<file path="src/rtl/mrv1_issue_sched_if.sv">
// Issue-side bundle between the decode/thread front end and the issue scheduler.
// master = thread/execute/writeback environment, slave = the scheduler itself.
interface mrv1_issue_sched_if #(
  parameter int NUM_THREADS_P = 4,
  parameter int REG_ADDR_W_P  = 5,
  parameter int TID_W_P       = $clog2(NUM_THREADS_P)
);
  logic [NUM_THREADS_P-1:0]              thr_valid_i;
  logic [NUM_THREADS_P*REG_ADDR_W_P-1:0] thr_rs0_addr_i;
  logic [NUM_THREADS_P*REG_ADDR_W_P-1:0] thr_rs1_addr_i;
  logic [NUM_THREADS_P-1:0]              thr_rs0_used_i;
  logic [NUM_THREADS_P-1:0]              thr_rs1_used_i;
  logic [NUM_THREADS_P*REG_ADDR_W_P-1:0] thr_rd_addr_i;
  logic [NUM_THREADS_P-1:0]              thr_rd_we_i;
  logic [NUM_THREADS_P-1:0]              thr_mc_i;
  logic [NUM_THREADS_P-1:0]              thr_ready_o;
  logic                                  exe_ready_i;
  logic                                  issue_valid_o;
  logic [TID_W_P-1:0]                    issue_tid_o;
  logic                                  wb_valid_i;
  logic [TID_W_P-1:0]                    wb_tid_i;
  logic [REG_ADDR_W_P-1:0]               wb_rd_addr_i;
  logic                                  flush_i;
  logic [TID_W_P-1:0]                    flush_tid_i;
  logic                                  mc_busy_o;
  logic [31:0]                           stall_cnt_o;

  modport master (
    output thr_valid_i, thr_rs0_addr_i, thr_rs1_addr_i, thr_rs0_used_i, thr_rs1_used_i,
    output thr_rd_addr_i, thr_rd_we_i, thr_mc_i, exe_ready_i,
    output wb_valid_i, wb_tid_i, wb_rd_addr_i, flush_i, flush_tid_i,
    input  thr_ready_o, issue_valid_o, issue_tid_o, mc_busy_o, stall_cnt_o
  );

  modport slave (
    input  thr_valid_i, thr_rs0_addr_i, thr_rs1_addr_i, thr_rs0_used_i, thr_rs1_used_i,
    input  thr_rd_addr_i, thr_rd_we_i, thr_mc_i, exe_ready_i,
    input  wb_valid_i, wb_tid_i, wb_rd_addr_i, flush_i, flush_tid_i,
    output thr_ready_o, issue_valid_o, issue_tid_o, mc_busy_o, stall_cnt_o
  );
endinterface

</file>
<file path="src/rtl/mrv1_issue_sched.sv">
// Per-cycle issue scheduler: per-thread register scoreboard, round-robin grant of the
// single execute datapath and occupancy gating of the shared multi-cycle unit.
module mrv1_issue_sched #(
  parameter int NUM_THREADS_P = 4,
  parameter int REG_ADDR_W_P  = 5,
  parameter int MC_LAT_P      = 4,
  parameter int TID_W_P       = $clog2(NUM_THREADS_P)
) (
  input logic               clk_i,
  input logic               rst_ni,
  mrv1_issue_sched_if.slave bus
);
  localparam int NREG_LP = 1 << REG_ADDR_W_P;
  localparam int MC_W_LP = (MC_LAT_P > 1) ? $clog2(MC_LAT_P) : 1;

  logic [NUM_THREADS_P-1:0] elig;
  logic [NUM_THREADS_P-1:0] grant;
  logic [TID_W_P-1:0]       grant_tid;
  logic [TID_W_P-1:0]       arb_idx;
  logic                     found;
  logic                     issue;
  logic [TID_W_P-1:0]       rr_q, rr_d;
  logic [MC_W_LP-1:0]       mc_cnt_q, mc_cnt_d;
  logic [31:0]              stall_q, stall_d;

  genvar gi;
  generate
    for (gi = 0; gi < NUM_THREADS_P; gi++) begin : g_thr
      logic [NREG_LP-1:0]      pend_q, pend_d;
      logic [REG_ADDR_W_P-1:0] rs0, rs1, rd;
      logic                    flushed;

      assign rs0     = bus.thr_rs0_addr_i[gi*REG_ADDR_W_P +: REG_ADDR_W_P];
      assign rs1     = bus.thr_rs1_addr_i[gi*REG_ADDR_W_P +: REG_ADDR_W_P];
      assign rd      = bus.thr_rd_addr_i[gi*REG_ADDR_W_P +: REG_ADDR_W_P];
      assign flushed = bus.flush_i && (bus.flush_tid_i == TID_W_P'(gi));

      // Hazard check looks only at registered state: a writeback frees the register next cycle.
      assign elig[gi] = rst_ni && bus.exe_ready_i && bus.thr_valid_i[gi] && !flushed
                        && !(bus.thr_rs0_used_i[gi] && pend_q[rs0])
                        && !(bus.thr_rs1_used_i[gi] && pend_q[rs1])
                        && !(bus.thr_rd_we_i[gi] && (rd != '0) && pend_q[rd])
                        && !(bus.thr_mc_i[gi] && (mc_cnt_q != '0));

      // Priority: flush over set, set over writeback clear.
      always_comb begin
        pend_d = pend_q;
        if (bus.wb_valid_i && (bus.wb_tid_i == TID_W_P'(gi))) begin
          pend_d[bus.wb_rd_addr_i] = 1'b0;
        end
        if (grant[gi] && bus.thr_rd_we_i[gi] && (rd != '0)) begin
          pend_d[rd] = 1'b1;
        end
        if (flushed) begin
          pend_d = '0;
        end
        pend_d[0] = 1'b0;
      end

      always_ff @(posedge clk_i) begin
        if (!rst_ni) begin
          pend_q <= '0;
        end else begin
          pend_q <= pend_d;
        end
      end
    end
  endgenerate

  always_comb begin
    grant     = '0;
    grant_tid = '0;
    arb_idx   = '0;
    found     = 1'b0;
    for (int i = 0; i < NUM_THREADS_P; i++) begin
      arb_idx = rr_q + TID_W_P'(i + 1);
      if (!found && elig[arb_idx]) begin
        found            = 1'b1;
        grant[arb_idx]   = 1'b1;
        grant_tid        = arb_idx;
      end
    end
  end

  assign issue = |grant;

  always_comb begin
    rr_d     = issue ? grant_tid : rr_q;
    mc_cnt_d = mc_cnt_q;
    if (issue && bus.thr_mc_i[grant_tid]) begin
      mc_cnt_d = MC_W_LP'(MC_LAT_P - 1);
    end else if (mc_cnt_q != '0) begin
      mc_cnt_d = mc_cnt_q - MC_W_LP'(1);
    end
    stall_d = stall_q;
    if ((|bus.thr_valid_i) && !issue && (stall_q != 32'hFFFF_FFFF)) begin
      stall_d = stall_q + 32'd1;
    end
  end

  always_ff @(posedge clk_i) begin
    if (!rst_ni) begin
      rr_q     <= TID_W_P'(NUM_THREADS_P - 1);
      mc_cnt_q <= '0;
      stall_q  <= '0;
    end else begin
      rr_q     <= rr_d;
      mc_cnt_q <= mc_cnt_d;
      stall_q  <= stall_d;
    end
  end

  assign bus.thr_ready_o   = grant;
  assign bus.issue_valid_o = issue;
  assign bus.issue_tid_o   = grant_tid;
  assign bus.mc_busy_o     = rst_ni && (mc_cnt_q != '0);
  assign bus.stall_cnt_o   = stall_q;
endmodule
</file>
<file path="src/flat_wrapper.sv">
// flat-port wrapper written by rule: the top's interface ports become plain ports
module mrv1_issue_sched_flat 
#(
  parameter int NUM_THREADS_P = 4,
  parameter int REG_ADDR_W_P  = 5,
  parameter int MC_LAT_P      = 4,
  parameter int TID_W_P       = $clog2(NUM_THREADS_P)
)
  (clk_i, rst_ni, bus_thr_valid_i, bus_thr_rs0_addr_i, bus_thr_rs1_addr_i, bus_thr_rs0_used_i, bus_thr_rs1_used_i, bus_thr_rd_addr_i, bus_thr_rd_we_i, bus_thr_mc_i, bus_exe_ready_i, bus_wb_valid_i, bus_wb_tid_i, bus_wb_rd_addr_i, bus_flush_i, bus_flush_tid_i, bus_thr_ready_o, bus_issue_valid_o, bus_issue_tid_o, bus_mc_busy_o, bus_stall_cnt_o);
  mrv1_issue_sched_if #(.NUM_THREADS_P(NUM_THREADS_P), .REG_ADDR_W_P(REG_ADDR_W_P), .TID_W_P(TID_W_P)) bus_i ();
  input logic clk_i;
  input logic rst_ni;
  input wire logic [$bits(bus_i.thr_valid_i)-1:0] bus_thr_valid_i;
  input wire logic [$bits(bus_i.thr_rs0_addr_i)-1:0] bus_thr_rs0_addr_i;
  input wire logic [$bits(bus_i.thr_rs1_addr_i)-1:0] bus_thr_rs1_addr_i;
  input wire logic [$bits(bus_i.thr_rs0_used_i)-1:0] bus_thr_rs0_used_i;
  input wire logic [$bits(bus_i.thr_rs1_used_i)-1:0] bus_thr_rs1_used_i;
  input wire logic [$bits(bus_i.thr_rd_addr_i)-1:0] bus_thr_rd_addr_i;
  input wire logic [$bits(bus_i.thr_rd_we_i)-1:0] bus_thr_rd_we_i;
  input wire logic [$bits(bus_i.thr_mc_i)-1:0] bus_thr_mc_i;
  input wire logic [$bits(bus_i.exe_ready_i)-1:0] bus_exe_ready_i;
  input wire logic [$bits(bus_i.wb_valid_i)-1:0] bus_wb_valid_i;
  input wire logic [$bits(bus_i.wb_tid_i)-1:0] bus_wb_tid_i;
  input wire logic [$bits(bus_i.wb_rd_addr_i)-1:0] bus_wb_rd_addr_i;
  input wire logic [$bits(bus_i.flush_i)-1:0] bus_flush_i;
  input wire logic [$bits(bus_i.flush_tid_i)-1:0] bus_flush_tid_i;
  output wire logic [$bits(bus_i.thr_ready_o)-1:0] bus_thr_ready_o;
  output wire logic [$bits(bus_i.issue_valid_o)-1:0] bus_issue_valid_o;
  output wire logic [$bits(bus_i.issue_tid_o)-1:0] bus_issue_tid_o;
  output wire logic [$bits(bus_i.mc_busy_o)-1:0] bus_mc_busy_o;
  output wire logic [$bits(bus_i.stall_cnt_o)-1:0] bus_stall_cnt_o;
  assign bus_i.thr_valid_i = bus_thr_valid_i;
  assign bus_i.thr_rs0_addr_i = bus_thr_rs0_addr_i;
  assign bus_i.thr_rs1_addr_i = bus_thr_rs1_addr_i;
  assign bus_i.thr_rs0_used_i = bus_thr_rs0_used_i;
  assign bus_i.thr_rs1_used_i = bus_thr_rs1_used_i;
  assign bus_i.thr_rd_addr_i = bus_thr_rd_addr_i;
  assign bus_i.thr_rd_we_i = bus_thr_rd_we_i;
  assign bus_i.thr_mc_i = bus_thr_mc_i;
  assign bus_i.exe_ready_i = bus_exe_ready_i;
  assign bus_i.wb_valid_i = bus_wb_valid_i;
  assign bus_i.wb_tid_i = bus_wb_tid_i;
  assign bus_i.wb_rd_addr_i = bus_wb_rd_addr_i;
  assign bus_i.flush_i = bus_flush_i;
  assign bus_i.flush_tid_i = bus_flush_tid_i;
  assign bus_thr_ready_o = bus_i.thr_ready_o;
  assign bus_issue_valid_o = bus_i.issue_valid_o;
  assign bus_issue_tid_o = bus_i.issue_tid_o;
  assign bus_mc_busy_o = bus_i.mc_busy_o;
  assign bus_stall_cnt_o = bus_i.stall_cnt_o;
  mrv1_issue_sched #(.NUM_THREADS_P(NUM_THREADS_P), .REG_ADDR_W_P(REG_ADDR_W_P), .MC_LAT_P(MC_LAT_P), .TID_W_P(TID_W_P)) u_core (.clk_i(clk_i), .rst_ni(rst_ni), .bus(bus_i));
endmodule
</file>
<file path="config.mk">
export PLATFORM = sky130hd
export DESIGN_NAME = mrv1_issue_sched_flat
export DESIGN_NICKNAME = d
export VERILOG_FILES = /design/src/rtl/mrv1_issue_sched_if.sv /design/src/rtl/mrv1_issue_sched.sv /design/src/flat_wrapper.sv
export SDC_FILE = /design/constraint.sdc
export NUM_CORES = 1
export LEC_CHECK = 0
export CORE_UTILIZATION = 52
export CTS_CLUSTER_SIZE = 28
export DETAILED_ROUTE_END_ITERATION = 12
export MAX_ROUTING_LAYER = met4
export PLACE_DENSITY = 0.78
export SLEW_MARGIN = 25
export SYNTH_ARGS = -nofsm -noshare
export SYNTH_HDL_FRONTEND = slang
export SYNTH_SLANG_ARGS = --single-unit
</file>
<file path="constraint.sdc">
create_clock -name clk_i -period 4.6 [get_ports clk_i]
set_clock_uncertainty 0.1 [all_clocks]
set_input_delay 0.69 -clock clk_i [delete_from_list [all_inputs] [get_ports clk_i]]
set_output_delay 0.69 -clock clk_i [all_outputs]
set_load 0.1 [all_outputs]
</file>
# --- Word level (Yosys, flattened, before mapping) ---
# Cells that the tools add are included.
totals:
  reg_bits: 164
  inputBits: 94
  output_inout_bits: 40
  wordCells: 251
classes:
  addsub: 5
  order_cmp: 27
  eq_ne: 7
  mux: 73
  n_bitwise: 13
  n_reduce_logical: 115
op_table:
  columns: ["cell", "count"]
  rows:
  - ["2-to-1 mux 32 bit", 8]
  - ["AND 32 bit", 4]
  - ["bitwise OR 32 bit", 4]
  - ["< comparator 5 x 6 -> 1 bit (second input constant)", 13]
  - ["logical AND 1 bit", 77]
  - ["binary-select mux 1 bit (select 5 bit)", 12]
  - ["adder 32 x 1 -> 32 bit (second input constant)", 1]
  - ["!= test 32 bit (second input constant)", 1]
  - ["inverter 32 bit", 1]
  - ["2-to-1 mux 1 bit", 29]
  - ["demux 1 bit (select 5 bit)", 5]
  - ["greater-or-equal comparator 5 x 1 -> 1 bit (second input constant)", 5]
  - ["logical NOT 1 bit", 24]
  - ["nonzero test 5 bit", 4]
  - ["2-to-1 mux 4 bit", 4]
  - ["< comparator 2 x 3 -> 1 bit (second input constant)", 5]
  - ["2-to-1 mux 2 bit", 6]
  - ["bitwise OR 4 bit", 3]
  - ["binary-select mux 1 bit (select 2 bit)", 5]
  - ["demux 1 bit (select 2 bit)", 4]
  - ["== test 2 bit (second input constant)", 4]
  - ["greater-or-equal comparator 2 x 1 -> 1 bit (second input constant)", 4]
  - ["OR reduction 2 bit", 4]
  - ["OR reduction 4 bit", 2]
  - ["other kinds (7)", 11]

# --- Depth between registers and ports, before layout ---
# Gate-level depths: netlist (run 1).
logic_depth:
  depth_word: 24
  ltp_mapped: 20
  mapped_depth_nobuf: 14

# --- Worst setup path before layout (run 1) ---
# No wires, ideal clock.
synth_path:
  path_kind: "input-to-reg"
  startpoint: "in bus_thr_rs1_addr_i[10]"
  endpoint: "reg u_core.mc_cnt_q[0]"
  setup_time_ns: 0.147
  arrival_time_ns: 7.503
  required_ns: 4.353
  setup_slack_ns: -3.151
  path_stages: 12
  path_buffers: 2
  cell_sequence: "clkbuf_1 mux4_2 mux4_2 a31oi_1 nor4bb_1 buf_2 mux2i_1 a21oi_1 a21oi_1 o311ai_0 mux2_2 o22ai_1"
synth_via:
  elab_chain_len: 23
  word_cells_on_any_way: 41
  cone_classes: "mux: 24; bitwise: 3; reduce/logical: 14"
synth_lines:
  columns: ["element", "line_no", "text"]
  rows:
  - ["start, declared", "flat_wrapper.sv:15", "input wire logic [$bits(bus_i.thr_rs1_addr_i)-1:0] bus_thr_rs1_addr_i;"]
  - ["binary-select mux 1 bit (select 5 bit) *", "mrv1_issue_sched.sv:41", "&& !(bus.thr_rs1_used_i[gi] && pend_q[rs1])"]
  - ["2-to-1 mux 1 bit (not written as such) *", "mrv1_issue_sched.sv:41", null]
  - ["logical AND 1 bit *", "mrv1_issue_sched.sv:41", null]
  - ["logical NOT 1 bit *", "mrv1_issue_sched.sv:41", null]
  - ["logical AND 1 bit *", "mrv1_issue_sched.sv:41", null]
  - ["logical AND 1 bit *", "mrv1_issue_sched.sv:42", "&& !(bus.thr_rd_we_i[gi] && (rd != '0) && pend_q[rd])"]
  - ["logical AND 1 bit *", "mrv1_issue_sched.sv:43", "&& !(bus.thr_mc_i[gi] && (mc_cnt_q != '0));"]
  - ["binary-select mux 1 bit (select 2 bit)", "mrv1_issue_sched.sv:77", "if (!found && elig[arb_idx]) begin"]
  - ["[... 8 more ...]", null, null]
  - ["logical NOT 1 bit", "mrv1_issue_sched.sv:77", null]
  - ["logical AND 1 bit", "mrv1_issue_sched.sv:77", null]
  - ["2-to-1 mux 2 bit *", "mrv1_issue_sched.sv:77", null]
  - ["named net bus_issue_tid_o[1]", "flat_wrapper.sv:29", "output wire logic [$bits(bus_i.issue_tid_o)-1:0] bus_issue_tid_o;"]
  - ["binary-select mux 1 bit (select 2 bit) *", "mrv1_issue_sched.sv:90", "if (issue && bus.thr_mc_i[grant_tid]) begin"]
  - ["2-to-1 mux 1 bit (not written as such) *", "mrv1_issue_sched.sv:90", null]
  - ["logical AND 1 bit *", "mrv1_issue_sched.sv:90", null]
  - ["2-to-1 mux 2 bit or nonzero test 2 bit (tied branches)", null, null]
  - ["end signal, assigned", "mrv1_issue_sched.sv:108", "mc_cnt_q <= mc_cnt_d;"]
  - ["end, declared", "mrv1_issue_sched.sv:23", "logic [MC_W_LP-1:0] mc_cnt_q, mc_cnt_d;"]
# Mark *: on every way through the listed nets, which the timed path passes. The rest lies on a longest branch. The select of a mux whose other input is x is not followed.
# A chain may end at the register's enable or synchronous reset.

# --- Worst setup path after layout (run 1) ---
layout_path:
  startpoint: "in bus_thr_rd_addr_i[12]"
  endpoint: "out bus_issue_valid_o"
layout_via:
  elab_chain_len: 19
  word_cells_on_any_way: 33
  cone_classes: "mux: 17; bitwise: 3; reduce/logical: 13"
layout_lines:
  columns: ["element", "line_no", "text"]
  rows:
  - ["start, declared", "flat_wrapper.sv:18", "input wire logic [$bits(bus_i.thr_rd_addr_i)-1:0] bus_thr_rd_addr_i;"]
  - ["binary-select mux 1 bit (select 5 bit) or nonzero test 5 bit (tied branches)", "mrv1_issue_sched.sv:42", null]
  - ["2-to-1 mux 1 bit (not written as such) or logical AND 1 bit (tied branches)", "mrv1_issue_sched.sv:42", null]
  - ["logical AND 1 bit *", "mrv1_issue_sched.sv:42", null]
  - ["logical NOT 1 bit *", "mrv1_issue_sched.sv:42", null]
  - ["logical AND 1 bit *", "mrv1_issue_sched.sv:42", null]
  - ["logical AND 1 bit *", "mrv1_issue_sched.sv:43", null]
  - ["binary-select mux 1 bit (select 2 bit)", "mrv1_issue_sched.sv:77", null]
  - ["2-to-1 mux 1 bit (not written as such)", "mrv1_issue_sched.sv:77", null]
  - ["[... 3 more ...]", null, null]
  - ["2-to-1 mux 1 bit", "mrv1_issue_sched.sv:77", null]
  - ["logical NOT 1 bit", "mrv1_issue_sched.sv:77", null]
  - ["logical AND 1 bit", "mrv1_issue_sched.sv:77", null]
  - ["2-to-1 mux 1 bit", "mrv1_issue_sched.sv:77", null]
  - ["logical NOT 1 bit", "mrv1_issue_sched.sv:77", null]
  - ["logical AND 1 bit", "mrv1_issue_sched.sv:77", null]
  - ["2-to-1 mux 4 bit *", "mrv1_issue_sched.sv:77", null]
  - ["OR reduction 4 bit *", "mrv1_issue_sched.sv:85", "assign issue = |grant;"]
  - ["end, declared", "flat_wrapper.sv:28", "output wire logic [$bits(bus_i.issue_valid_o)-1:0] bus_issue_valid_o;"]
# Every way passes the cells marked *; elsewhere a longest branch is shown, timed or not. The select of a mux whose other input is x is not followed.

==> results of run 1 <==
layout make-up:
cell class	instances	area, um^2
multi-input combinational	1018	8030
fill	1391	5010
timing repair buffer	386	3670
sequential	160	3200
clock buffer	19	443
tap	275	344
inverter	47	198
clock inverter	12	123
antenna	1	2.50
path summary, 6_finish.rpt:
| path | depth (start not counted) | end | startpoint | slack, ns |
|---|---|---|---|---|
| setup / recovery | 19 | bus_issue_valid_o | bus_thr_rd_addr_i[12] | -0.62 |
| hold / removal | 2 | u_core.bus.stall_cnt_o[20] | u_core.bus.stall_cnt_o[20] | 0.39 |
| setup reg to reg | 17 | u_core.bus.stall_cnt_o[17] | u_core.g_thr[1].pend_q[13] | -0.26 |
| hold reg to reg | 2 | u_core.bus.stall_cnt_o[20] | u_core.bus.stall_cnt_o[20] | 0.39 |
critical path, stage by stage:
cell and delay, ns:
clkdlybuf4s50_1 0.51, buf_4 0.19, nand3b_1 0.19, o21ai_0 0.32, o21ai_0 0.18, a31oi_1 0.23
nor4bb_2 0.08, buf_4 0.17, buf_4 0.14, a21oi_2 0.20, a31oi_4 0.07, buf_4 0.18
a311oi_2 0.23, o22a_4 0.23, inv_8 0.03, buf_6 0.11, nor4_4 0.29, bufinv_8 0.23
buf_12 0.15
power by group:
group / switching (uW) / total [uW] / leakage (uW) / internal, uW
combinational: 1990 / 3660 / 0.00425 / 1670
clock: 651 / 1420 / 0.000267 / 769
sequential: 38.2 / 1470 / 0.00129 / 1430
total: 2670 / 6550 / 0.00581 / 3870
registers in the layout (all words and copies together), names as in the netlist:
name,cells
u_core.bus.stall_cnt_o,32
u_core.g_thr.pend_q,124
u_core.mc_cnt_q,2
u_core.rr_q,2
cells by family (layout without fill, tap and decap cells):
| group | Yosys count | in the layout | synth area share (%) |
|---|---|---|---|
| other | 0 | 1 | 0 |
| adders and majority gates | 9 | 9 | 1.01 |
| buffers and inverters | 164 | 464 | 5.90 |
| muxes | 158 | 158 | 21.2 |
| DFF | 160 | 160 | 28.8 |
| and+or+nand+nor | 443 | 443 | 21.4 |
| AOI/OAI and AO/OA | 406 | 406 | 21.6 |
| xor gates and xnor gates | 2 | 2 | 0.157 |
metal layers:
metal	vias up	part of all wire, %	track usage [%]
li1	5681	-	-
met1	6169	36	48.1
met2	948	46	63.1
met3	231	12	9.69
met4	0	5.9	22.1
met5	-	0	-
synthesized netlist by cell type (5+ instances only):
cell	count	area, um^2
a21oi_1	132	661
a221oi_1	5	43.8
a31oi_1	18	113
and2_1	13	81.3
and3_1	6	37.5
buf_1	11	41.3
buf_2	12	60.1
clkbuf_1	90	338
dfxtp_1	160	3200
ha_1	9	113
inv_1	44	165
mux2_1	6	67.6
mux2_2	7	78.8
mux2i_1	84	841
mux4_2	61	1370
nand2_1	114	428
nand2b_1	17	106
nand3_1	84	420
nand3b_1	22	165
nand4_1	17	106
nand4b_1	8	70.1
nor2_1	45	169
nor2b_1	20	125
nor3_1	23	115
nor3b_1	9	67.6
nor4_1	13	81.3
o211ai_1	11	82.6
o21ai_0	125	626
o221ai_1	6	52.6
o22ai_1	37	231
o31ai_1	31	233
o41ai_1	6	52.6
or3_1	8	50.1
or4_1	22	165
what timing repair did:
item                                    in CTS  in global routing
endpoints found under the setup margin     165                156
hold endpoints to repair                     0                  0
setup buffers                               22                 12
gates resized for setup                    116                 87
gates cloned                                 8                  1
pin swaps                                   50                 32
per-stage QoR:
| step | setup TNS [ns] | std cells | cell area [um^2] |
|---|---|---|---|
| after floorplan | -13.79 | 1342 | 11600 |
| after global placement | -112.90 | 1847 | 14400 |
| after detailed placement | -126.36 | 1847 | 14400 |
| after CTS | -8.97 | 1907 | 15600 |
| after global routing | -16.60 | 1918 | 16000 |
| final | -12.04 | 1918 | 16000 |
==> flow_metrics.py, run 1 <==
metrics = {
    "placement": {
        "gp_congestion": 1.04,
        "preCtsSetupSlack_ns": -1.17,
        "portBuffers": 133,
        "dp_hpwl_mm": 30.4,
    },
    "sta": {
        "rsz0062_at_grt": "true",
        "finalHoldViolations": 0,
        "whs_ns": 0.387,
        "tightest_slew_ns": 1.05,
        "finalCritPeriodShare_pct": 114,
        "timing.slew.headroom_pct": 29.5,
        "slew_viol_final": 0,
        "max_clock_freq_mhz": 192,
        "fin_crit_ns": 5.22,
        "fin_ws_ns": -0.622,
        "finalSetupViolCount": 39,
    },
    "finish": {
        "final_common_cell": "buf_4",
        "layout-drive-gt1-share_pct": 30.9,
        "nNetsFinal": 1733,
        "syn_to_final_growth_pct": 43.7,
        "utilization_pct": 76.2,
        "final_cell_mix": "buf_4 (199), dfxtp_1 (160), o21ai_0 (122), nand2_1 (107)",
    },
    "worst_setup_path": {
        "start_kind": "primary input",
        "critPathKind": "primary input to primary output",
        "critPathMaxFanout": 5,
        "worstPathRequired_ns": 3.81,
        "end_kind": "primary output",
        "crit_arrival_ns": 4.43,
    },
    "clock_tree": {
        "numClockSinks": 160,
        "cts_root_buf": "clkbuf_16",
        "clock_path_buffers": 2,
        "cts_max_level": 4,
        "postCtsHoldBufs": 0,
        "worstSkewPairLatency_ns": 0.45,
        "cts_tree": "yes",
        "path_clk_slew_ns": 0.06,
        "cts_buffers": 17,
    },
    "power_and_ir_drop": {
        "power_uw": 6550,
        "leakage_uw": 0.00581,
        "powerDensity_mw_per_mm2": 409,
        "irDropWorstVdd_uv": 349,
    },
    "grt": {
        "first_global_vias": 12326,
        "grt.total_usage_pct": 40.4,
        "antenna_found_initial": 1,
        "grt_max_degree": 33,
        "grt_pass1_wl_mm": 66.8,
        "overflow": 0,
    },
    "floorplanning": {
        "die_h_um": 148,
        "io_pins": 134,
        "fp-row-count": 53,
        "coreArea_mm2": 0.0210,
        "start_util_pct": 53.0,
        "dieArea_mm2": 0.0220,
        "die_w_um": 148,
    },
    "route": {
        "wl_per_cell_um": 23.5,
        "vias": 13029,
        "vias_per_cell": 6.79,
        "drtAntennaViolNets": 0,
        "drt_pass1_iterations": 6,
        "post-route-drc-count": 0,
        "drt-total-wl_mm": 45.0,
        "drt_iter0_markers": 1698,
    },
    "synthesis": {
        "synth_edf_count": 0,
        "synthArstFlopShare_pct": 0,
        "ys_warn_count": 0,
        "yosysSeqAreaShare_pct": 28.8,
        "syn_area_mm2": 0.0111,
        "synthFlopType": "dfxtp_1",
        "synthCells": 1342,
        "synth.avg_cell_area_um2": 8.30,
        "synth_nets": 1445,
        "ys_types": 72,
        "synth_seq_cells": 160,
    },
    "job": {
        "cap_violations": 0,
    },
    "worst_hold_path": {
        "worstHoldPathType": "flop to flop",
    },
    "outcome": {
        "violations": "negative setup slack",
        "status": "finished with violations",
    },
}
No activity file was read; power rests on OpenSTA's default activity.
==> run 2: changes to the inputs <==
--- a/config.mk
+++ b/config.mk
@@ -5,6 +5,7 @@
 export SDC_FILE = /design/constraint.sdc
 export NUM_CORES = 1
 export LEC_CHECK = 0
+export CORE_MARGIN = 1.5
 export CORE_UTILIZATION = 52
 export CTS_CLUSTER_SIZE = 28
 export DETAILED_ROUTE_END_ITERATION = 12
==> run 2 against run 1 <==
The flow still finishes with violations (negative setup slack). Power shrank 5.1%. Critical path depth shrank 2. Register-to-register slack gained 0.05 ns. Design area grew 0.42%. Die area grew 1.4%. Sequential cell count is the same. Sequential share of layout area shrank 0.068 points. Maximum frequency shrank 1.7%. Global-route usage shrank 1.3 points. Worst setup slack lost 0.093 ns. Sequential power is essentially flat. Critical path type unchanged. Largest cell class unchanged.
==> flow_metrics.py, run 2 (same netlist as run 1, synthesis figures left out) <==
metrics = {
    "clock_tree": {
        "cts_tree": "yes",
        "path_clk_slew_ns": 0.07,
        "cts_max_level": 4,
        "cts_root_buf": "clkbuf_16",
        "worstSkewPairLatency_ns": 0.45,
        "clock_path_buffers": 2,
        "numClockSinks": 160,
        "postCtsHoldBufs": 0,
        "cts_buffers": 17,
    },
    "sta": {
        "slew_viol_final": 0,
        "rsz0062_at_grt": "true",
        "tightest_slew_ns": 1.04,
        "finalHoldViolations": 0,
        "finalSetupViolCount": 58,
        "timing.slew.headroom_pct": 30.8,
        "tns_ns": -10.75,
        "finalCritPeriodShare_pct": 116,
        "fin_ws_ns": -0.714,
        "max_clock_freq_mhz": 188,
        "fin_crit_ns": 5.31,
    },
    "worst_setup_path": {
        "cp_common_cell": "buf_6",
        "worstReg2RegStart": "u_core.g_thr[1].pend_q[11]",
        "critPathKind": "primary input to primary output",
        "r2r_cells": 16,
        "start_kind": "primary input",
        "cp_slowest_cell": "or4b_4",
        "max_stage_delay_ns": 0.54,
        "crit_chain": "buf_8, buf_12, mux4_2, mux2i_1, o22ai_1, or4b_4, or3_4, buf_6, a2bb2oi_2, and3_4, buf_6, a311oi_4, o22ai_4, buf_6, nor4_4, bufinv_8, buf_12",
        "end_kind": "primary output",
        "r2r-end": "u_core.bus.stall_cnt_o[27]",
        "reg2reg_slack_ns": -0.21,
        "critPathMaxFanout": 5,
        "worstPathRequired_ns": 3.81,
        "crit_arrival_ns": 4.52,
    },
    "finish": {
        "regMostFlops": "u_core.g_thr.pend_q",
        "largest_reg_flops": 124,
        "final_common_cell": "buf_4",
        "utilization_pct": 76.5,
        "n_antenna_cell": 0,
        "layout-drive-gt1-share_pct": 30.3,
        "nNetsFinal": 1750,
        "design_area_mm2": 0.0161,
        "syn_to_final_growth_pct": 44.3,
        "final_cell_mix": "buf_4 (219), dfxtp_1 (158), o21ai_0 (121), a21oi_1 (116), nand2_1 (112)",
    },
    "placement": {
        "dp_hpwl_mm": 30.5,
        "gp_congestion": 1.01,
        "portBuffers": 133,
        "placed_area_mm2": 0.0144,
    },
    "power_and_ir_drop": {
        "leakage_uw": 0.00594,
        "powerDensity_mw_per_mm2": 386,
        "irDropWorstVdd_uv": 345,
    },
    "grt": {
        "grt_pass1_wl_mm": 65.4,
        "overflow": 0,
        "grt_max_degree": 45,
        "grt.total_usage_pct": 39.2,
        "antenna_found_initial": 0,
        "first_global_vias": 12077,
    },
    "worst_hold_path": {
        "worstHoldPathType": "flop to flop",
        "whs_endpoint": "u_core.bus.stall_cnt_o[18]",
        "min_from": "u_core.bus.stall_cnt_o[18]",
        "min_path_cells": 2,
    },
    "floorplanning": {
        "coreArea_mm2": 0.0210,
        "die_h_um": 149,
        "dieArea_mm2": 0.0223,
        "start_util_pct": 53.0,
        "die_w_um": 149,
        "fp-row-count": 53,
        "io_pins": 134,
    },
    "route": {
        "vias_per_cell": 6.72,
        "drtAntennaViolNets": 0,
        "drt-total-wl_mm": 44.7,
        "vias": 12997,
        "drt_iter0_markers": 1715,
        "post-route-drc-count": 0,
        "wl_per_cell_um": 23.1,
        "drt_pass1_iterations": 6,
    },
    "job": {
        "cap_violations": 0,
    },
    "outcome": {
        "status": "finished with violations",
        "violations": "negative setup slack",
    },
}
==> run 2: how the worst max path moves through the flow <==
stage | startpoint | end | slack, ns | depth (start not counted)
floorplan | bus_thr_rs1_addr_i[5] | bus_issue_valid_o | -0.42 | 13
global placement | bus_thr_rd_addr_i[5] | u_core.bus.stall_cnt_o[13] | -1.16 | 15
detailed placement | bus_thr_rd_addr_i[5] | u_core.bus.stall_cnt_o[13] | -1.17 | 16
CTS | bus_thr_rs1_addr_i[5] | bus_issue_valid_o | -0.63 | 17
global route | bus_thr_rs1_addr_i[5] | bus_issue_valid_o | -0.76 | 17
finish | bus_thr_rs1_addr_i[5] | bus_issue_valid_o | -0.71 | 17
==> run 2: cell type report <==
type	instances	area [um^2]
multi-input cells	1018	7990
fillers	1414	4940
repair buffers	403	3750
flip-flops and latches	160	3210
clock buffers	18	439
well taps	275	344
inverters	47	198
clock inverters	14	156
==> run 2: power breakdown <==
part / switching, uW / internal, uW / total, uW
Sequential: 38.7 / 1430 / 1470
Combinational: 1850 / 1410 / 3260
Clock: 657 / 823 / 1480
==> run 2: timing repair <==
action,CTS,global route
setup endpoints to repair,166,147
pin swaps,28,50
setup buffers,25,26
endpoints found under the hold margin,0,0
cloned,1,3
resized for setup,126,83
==> run 2: metal layers <==
| metal | global-route usage [%] | vias up | part of all wire, % |
|---|---|---|---|
| met1 | 49.2 | 6126 | 38 |
| met3 | 7.31 | 238 | 10 |
| li1 | - | 5726 | - |
| met2 | 60.0 | 907 | 46 |
| met4 | 20.3 | 0 | 6.3 |
| met5 | - | - | 0 |
==> run 2: critical path: cells and delay by family <==
kind,cells,cell delay (ns)
buffers and inverters,7,1.02
AOI/OAI and AO/OA,4,0.68
muxes,2,0.69
and+or+nand+nor,4,1.43
==> run 2: stage by stage <==
step	hold slack, ns	setup slack [ns]	power, uW	std cells
floorplan	0.366	-0.419	3250	1342
global placement	0.362	-1.16	4120	1851
detailed placement	0.377	-1.17	4150	1851
CTS	0.386	-0.628	5750	1906
global route	0.414	-0.764	6380	1935
finish	0.389	-0.714	6210	1935
